**src/rtl/alu_modul.sv**
```systemverilog
// Registered 32-bit I-type ALU: opcode decode, add/sub/logic/compare, carry/zero/overflow flags.
// Optional ALU_OVF_TRAP_EN: an overflowing ADDI keeps the previous Result and Zero.
module alu_modul (
  input  logic        clk,
  input  logic        reset,
  input  logic [5:0]  OPCode,
  input  logic [31:0] Rs,
  input  logic [31:0] Rt,
  input  logic [31:0] Immediate,
  output logic [31:0] Result,
  output logic        carryOut,
  output logic        Zero,
  output logic        overFlow
);

  localparam logic [5:0] OP_BEQ   = 6'b000100;
  localparam logic [5:0] OP_BNE   = 6'b000101;
  localparam logic [5:0] OP_ADDI  = 6'b001000;
  localparam logic [5:0] OP_ADDIU = 6'b001001;
  localparam logic [5:0] OP_SLTI  = 6'b001010;
  localparam logic [5:0] OP_SLTIU = 6'b001011;
  localparam logic [5:0] OP_ANDI  = 6'b001100;
  localparam logic [5:0] OP_ORI   = 6'b001101;
  localparam logic [5:0] OP_LUI   = 6'b001111;
  localparam logic [5:0] OP_LW    = 6'b100011;
  localparam logic [5:0] OP_SW    = 6'b101011;

  function automatic logic [32:0] add33(input logic [31:0] a, input logic [31:0] b,
                                        input logic cin);
    return {1'b0, a} + {1'b0, b} + {32'd0, cin};
  endfunction

  function automatic logic add_ovf(input logic a_msb, input logic b_msb, input logic s_msb);
    return (a_msb == b_msb) && (s_msb != a_msb);
  endfunction

  logic [31:0] imm_se_s;
  logic [31:0] imm_ze_s;
  logic        imm_hi_unused_s;
  logic [31:0] add_b_s;
  logic        add_cin_s;
  logic [32:0] sum_s;
  logic [31:0] alu_res_s;
  logic        alu_carry_s;
  logic        alu_ovf_s;
  logic        trap_hold_s;

  logic [31:0] result_d, result_q;
  logic        carry_d, carry_q;
  logic        zero_d, zero_q;
  logic        ovf_d, ovf_q;

  assign imm_se_s        = {{16{Immediate[15]}}, Immediate[15:0]};
  assign imm_ze_s        = {16'd0, Immediate[15:0]};
  assign imm_hi_unused_s = ^Immediate[31:16];

  // Shared adder operand select: branches subtract Rt, everything else adds SE.
  always_comb begin
    add_b_s   = imm_se_s;
    add_cin_s = 1'b0;
    case (OPCode)
      OP_BEQ, OP_BNE: begin
        add_b_s   = ~Rt;
        add_cin_s = 1'b1;
      end
      default: begin
        add_b_s   = imm_se_s;
        add_cin_s = 1'b0;
      end
    endcase
  end

  assign sum_s = add33(Rs, add_b_s, add_cin_s);

  // Opcode decode into the unregistered result and flags.
  always_comb begin
    alu_res_s   = 32'd0;
    alu_carry_s = 1'b0;
    alu_ovf_s   = 1'b0;
    trap_hold_s = 1'b0;
    case (OPCode)
      OP_ADDI: begin
        alu_res_s   = sum_s[31:0];
        alu_carry_s = sum_s[32];
        alu_ovf_s   = add_ovf(Rs[31], imm_se_s[31], sum_s[31]);
`ifdef ALU_OVF_TRAP_EN
        trap_hold_s = alu_ovf_s;
`else
        trap_hold_s = 1'b0;
`endif
      end
      OP_ADDIU, OP_LW, OP_SW: begin
        alu_res_s   = sum_s[31:0];
        alu_carry_s = sum_s[32];
      end
      OP_BEQ, OP_BNE: begin
        // Carry out of Rs + ~Rt + 1 is the inverted borrow.
        alu_res_s   = sum_s[31:0];
        alu_carry_s = sum_s[32];
        alu_ovf_s   = add_ovf(Rs[31], add_b_s[31], sum_s[31]);
      end
      OP_ANDI:  alu_res_s = Rs & imm_ze_s;
      OP_ORI:   alu_res_s = Rs | imm_ze_s;
      OP_LUI:   alu_res_s = {Immediate[15:0], 16'd0};
      OP_SLTI:  alu_res_s = {31'd0, ($signed(Rs) < $signed(imm_se_s))};
      OP_SLTIU: alu_res_s = {31'd0, (Rs < imm_se_s)};
      default: begin
        alu_res_s   = 32'd0;
        alu_carry_s = 1'b0;
        alu_ovf_s   = 1'b0;
      end
    endcase
  end

  // Next-state for the output flops; a trapped ADDI leaves Result/Zero as they were.
  always_comb begin
    carry_d = alu_carry_s;
    ovf_d   = alu_ovf_s;
    if (trap_hold_s) begin
      result_d = result_q;
      zero_d   = zero_q;
    end else begin
      result_d = alu_res_s;
      zero_d   = (alu_res_s == 32'd0);
    end
  end

  // Output registers with asynchronous clear.
  always_ff @(posedge clk or posedge reset) begin
    if (reset) begin
      result_q <= 32'd0;
      carry_q  <= 1'b0;
      zero_q   <= 1'b0;
      ovf_q    <= 1'b0;
    end else begin
      result_q <= result_d;
      carry_q  <= carry_d;
      zero_q   <= zero_d;
      ovf_q    <= ovf_d;
    end
  end

  assign Result   = result_q;
  assign carryOut = carry_q;
  assign Zero     = zero_q;
  assign overFlow = ovf_q;

endmodule

```
**config.mk**
```make
export PLATFORM = sky130hd
export DESIGN_NAME = alu_modul
export DESIGN_NICKNAME = d
export VERILOG_FILES = /design/src/rtl/alu_modul.sv
export SDC_FILE = /design/constraint.sdc
export NUM_CORES = 1
export LEC_CHECK = 0
export CORE_ASPECT_RATIO = 0.6
export CORE_MARGIN = 2
export CORE_UTILIZATION = 35
export CTS_CLUSTER_DIAMETER = 80
export CTS_CLUSTER_SIZE = 28
export DETAILED_ROUTE_END_ITERATION = 10
export PLACE_DENSITY_LB_ADDON = 0.05
export REMOVE_ABC_BUFFERS = 1
export SLEW_MARGIN = 20
export SYNTH_ARGS = -nofsm -noshare
export SYNTH_HDL_FRONTEND = slang
export SYNTH_SLANG_ARGS = --single-unit
```
**constraint.sdc**
```tcl
create_clock -name clk -period 2.34 [get_ports clk]
set_input_delay 0.702 -clock clk [delete_from_list [all_inputs] [get_ports clk]]
set_output_delay 0.702 -clock clk [all_outputs]
set_load 0.03 [all_outputs]
```
Word-level counts from Yosys, hierarchy flattened
Cells that the tools add are included.

storage, ports and cells
  logic and storage cells = 35
  register bits = 35
  output and inout bits = 35

operators by class
  mux-type cells = 5
  equal/unequal tests = 14
  $add $sub $neg = 2
  reductions and logical operators = 5
  order comparisons = 2
  bitwise operators = 3

operators by type and width
  kind                count
  $pmux 32 s6         1
  $eq 6x4->1 const B  7
  $add 32x32->33      1
  $add 33x1->33       1
  $and 32x16->32      1
  $logic_not 32->1    1
  $lt 32x16->1        1
  $lt 32x32->1        1
  $mux 32             1
  $not 32->32         1
  $or 32x16->32       1
  $eq 6x3->1 const B  2
  $eq 6x6->1 const B  2
  $reduce_or 6->1     1
  $eq 1x1->1          2
  $logic_and 1x1->1   2
  $mux 1              2
  $pmux 1 s2          1
  $reduce_or 2->1     1
  $ne 1x1->1          1

Logic depth before layout (Yosys ltp)
  depth after elaboration = 8
  depth in mapped cells = 20
  depth with buffers taken out = 18

Worst setup path after synthesis
OpenSTA, ideal clock, no wires.

  path kind = input to register
  start = input port OPCode[2]
  end = register zero_q (netlist: Zero)
  path slack = -2.660 ns
  library setup time = 0.096 ns
  stages on the path = 20
  arrival time = 4.905 ns
  data required time = 2.244 ns
  path buffers = 3
  cell sequence = clkbuf_1 > nor2b_1 > and2_1 > inv_1 > clkbuf_1 > clkbuf_1 > a21oi_1 > fa_1 > fa_1 > nor2b_1 > o211a_1 > nor2_2 > o21ai_0 > xor2_1 > a211o_1 > or4_1 > or4_1 > nor3_2 > nand4b_1 > nor4_2

on the way
  cells in the longest elaborated chain, start to end = 7
  elaborated cells on any way between the ends = 19
  those cells by class = 2 x add/sub; 11 x eq/ne; 3 x mux; 3 x reduce/logical

ends and longest elaborated chain
  element               line    source
  from (decl)           6       input logic [5:0] OPCode,
  $eq 6x3->1            61, 81
  $reduce_or 2->1       -
  $mux 32               61      case (OPCode)
  $add 32x32->33        30      return {1'b0, a} + {1'b0, b} + {32'd0, cin};
  $add 33x1->33         30
  $pmux 32 s6 *         81      case (OPCode)
  $logic_not 32->1 *    124     zero_d = (alu_res_s == 32'd0);
  named net zero_d      50      logic zero_d, zero_q;
  to (signal assigned)  138     zero_q <= zero_d;
  to (decl)             50

The timed path passes the listed nets; every way through them passes the cells marked *.

Worst setup path after layout
  start = input port OPCode[4]
  end = register zero_q (netlist: Zero)

The elaborated chain is that of the path after synthesis.

==> results by group <==
Power
  – Pwr Total: 3.80 mW
  – Pleak: 4.69 nW
  – PD cells: 388 nW/um2
  – Worst VDD drop: 366 uV

Detailed routing
  – # DRC: 0
  – Vias: 6444
  – Avg Vias per Cell: 5.51
  – Final ANT Viol Nets: 0
  – Final WL: 24400 um
  – Initial DRT Pass Iterations: 5
  – Wire per inst: 20.8 um
  – Initial drt markers: 494

Timing
  – Final setup vio count: 35
  – Max-slew violation count: 0
  – Relative slew slack: 0.594
  – Slew of the pin with the lowest slew margin: 0.604 ns
  – Period utilization: 1.95
  – Worst setup margin: -2.22 ns
  – Crit path time final: 4.56 ns
  – Max Fclk: 0.219 GHz
  – RSZ-0062 raised after global routing: true
  – Hold Fails Final Rpt: 0

GRT
  – Grt total ovfl: 0
  – Global Route Usage Sum: 0.322
  – Met2 Use GR: 0.474
  – Pin count of the biggest net entering global routing: 36
  – GRT Max-Usage Layer: met1
  – Met3 Usage GRT: 0.0761
  – First-pass GRT wire length: 35400 um
  – Number of global-route vias before repair: 6348
  – Antenna violations before repair: 0
  – GRT met1 Usage: 0.475

Finish
  – Area grow syn2layout: 106%
  – # nets final: 1197
  – Post-route cell area: 9790 um2
  – Fill count: 934
  – Layout cells sized above 1: 0.489
  – Diode count: 0

Synthesis
  – Syn Area/Cell: 7.90 um2
  – Yosys warns: 0
  – Top-count cell post-synth: ha_1
  – Most instantiated cells after synthesis: ha_1 (92), o21ai_0 (61), nand2_1 (59)
  – Cell Area, Synth: 4750 um2
  – Area leader, netlist: ha_1
  – Post-synth EDFFs: 0
  – Post-Synthesis Cells: 602
  – Library cells used by synthesis: 64
  – Post-synthesis sequential area ratio: 0.184
  – Ys async rst share: 1.00
  – Ys flop type: dfrtp_1
  – #FFs+latches synth: 35
  – Post-synth top area share: 0.242
  – Synth top area cells: ha_1 (24%), dfrtp_1 (18%), o21ai_0 (6.4%)

Placement
  – PortBufs: 122
  – HPWL after detailed placement: 18000 um
  – Area after DPL: 7870 um2
  – Gpl congestion: 0.927

Critical path
  – Worst path slowest cell: or4_4
  – CP cell instances: buf_8 -> nor3_4 -> and2_4 -> clkinv_8 -> nor2_4 -> a21oi_4 -> fa_2 -> fa_2 -> nor2b_4 -> o22ai_2 -> xnor2_2 -> a22oi_2 -> o2111ai_2 -> a211o_1 -> or4_4 -> or4_4 -> nor3_4 -> nand4b_1 -> nor4_2
  – WS Path Type: input pin to flop
  – Critical path fanouts, max: 5
  – Worst endpoint required time: 2.54 ns
  – Critical Path AT: 4.76 ns
  – Worst setup EP type: flop
  – CP max stage delay: 0.53 ns
  – Worst Setup Start Kind: input pin

Run
  – Max cap viols: 0

Die
  – # IOs: 139
  – Die area: 14600 um2
  – Core area: 13100 um2
  – Die width: 154 um
  – Num rows: 32
  – Die height: 94.3 um
  – Initial Utilization: 0.364

Clock tree
  – CTS H-tree lvls: 2
  – TritonCTS buffer count: 5
  – Num Clock Sinks: 35
  – Clk buf depth: 2
  – Root buf cell: clkbuf_16
  – CTS tree: yes
  – Reg clk slew, reported paths: 0.07 ns

Outcome
  – Status: finished, violations left
  – Failing checks: negative setup slack

Worst hold path
  – Min-delay worst type: input pin to async pin
path summary, 6_finish.rpt:
path,start,slack [ns],cells past startpoint,to
worst max-delay path,OPCode[4],-2.22,19,Zero
worst min-delay path,reset,0.85,3,Result[15]
max in group asynchronous,reset,1.11,3,Result[23]
min in group clk,OPCode[3],0.94,4,overFlow
layout by cell type, fill, tap and decap left out, types with 5 or more instances in the layout:
cell type | synthesis | final
ha_4 | 0 | 13
xnor2_1 | 14 | 6
inv_1 | 46 | 38
nor2_1 | 34 | 28
a21o_1 | 13 | 13
o211ai_1 | 8 | 8
a21oi_2 | 0 | 18
dlygate4sd2_1 | 0 | 10
xor2_2 | 0 | 5
a22oi_1 | 12 | 12
o22ai_2 | 0 | 5
clkdlybuf4s50_1 | 0 | 96
ha_1 | 92 | 76
buf_12 | 0 | 5
a22o_1 | 7 | 6
a211o_1 | 6 | 5
a21oi_4 | 0 | 11
buf_6 | 1 | 48
xor2_1 | 14 | 8
o21ai_1 | 4 | 8
nand2_1 | 59 | 44
nand4_1 | 7 | 7
clkbuf_16 | 0 | 5
o21ai_0 | 61 | 25
clkdlybuf4s15_1 | 0 | 5
xnor2_2 | 0 | 8
dfrtp_1 | 35 | 35
o21ai_2 | 0 | 25
a21oi_1 | 58 | 29
nand2_2 | 0 | 12
o21a_1 | 5 | 5
o21ai_4 | 0 | 7
buf_4 | 0 | 233
state kept, by name (all words and copies together) (netlist names):
register / flops
Result: 32
overFlow: 1
carryOut: 1
Zero: 1
worst max-delay path: cells and delay by family:
kind	cells	cell delay (ns)
xor+xnor	1	0.17
simple gates	9	2.01
fa+ha+maj	2	0.80
compound gates	5	0.88
buf+inv	2	0.19
power by group:
group	internal, mW	switching (mW)
Clock	0.532	0.317
Combinational	1.18	1.12
Sequential	0.639	0.0109
Total	2.35	1.45
layer usage:
layer	up-vias	wire, um	part of all wire
li1	2996	-	-
met1	3089	11500	0.47
met2	319	9950	0.41
met3	40	2460	0.10
met4	0	438	0.018
met5	-	0	0
cells by family (layout without fill, tap and decap cells):
group	count (synthesis)	in the layout	synth area share
and+or+nand+nor	160	160	0.169
AOI/OAI and AO/OA	218	218	0.289
xor gates and xnor gates	28	28	0.0516
DFF	35	35	0.184
adders and majority gates	95	95	0.253
buffers and inverters	66	464	0.0539
area by class of cell:
| type | instances | area, um2 | area share |
|---|---|---|---|
| Multi-Input combinational cell | 501 | 4710 | 0.481 |
| Timing Repair Buffer | 410 | 3620 | 0.370 |
| Sequential cell | 35 | 876 | 0.0895 |
| Tap cell | 170 | 213 | 0.0217 |
| Inverter | 46 | 193 | 0.0197 |
| Clock buffer | 6 | 139 | 0.0142 |
| Clock inverter | 2 | 35.0 | 0.00358 |
timing repair:
| item | CTS | global route |
|---|---|---|
| setup buffers | 46 | 20 |
| pin swaps | 93 | 88 |
| setup endpoints to repair | 35 | 35 |
| resized for setup | 261 | 120 |
| gates cloned | 2 | 0 |
| hold buffers | 0 | 0 |
stage by stage:
stage / TNS [ns] / worst slack, ns / std cells / utilization / hold WS, ns
floorplan: -49.38 / -2.71 / 582 / - / 0.855
global placement: -65.21 / -2.86 / 1106 / 0.603 / 1.16
detailed placement: -67.95 / -3.02 / 1106 / 0.603 / 1.17
CTS: -36.80 / -2.19 / 1157 / 0.702 / 0.869
global route: -43.74 / -2.38 / 1170 / 0.750 / 0.933
finish: -39.43 / -2.22 / 1170 / 0.750 / 0.854
No activity file was read; power rests on OpenSTA's default activity.
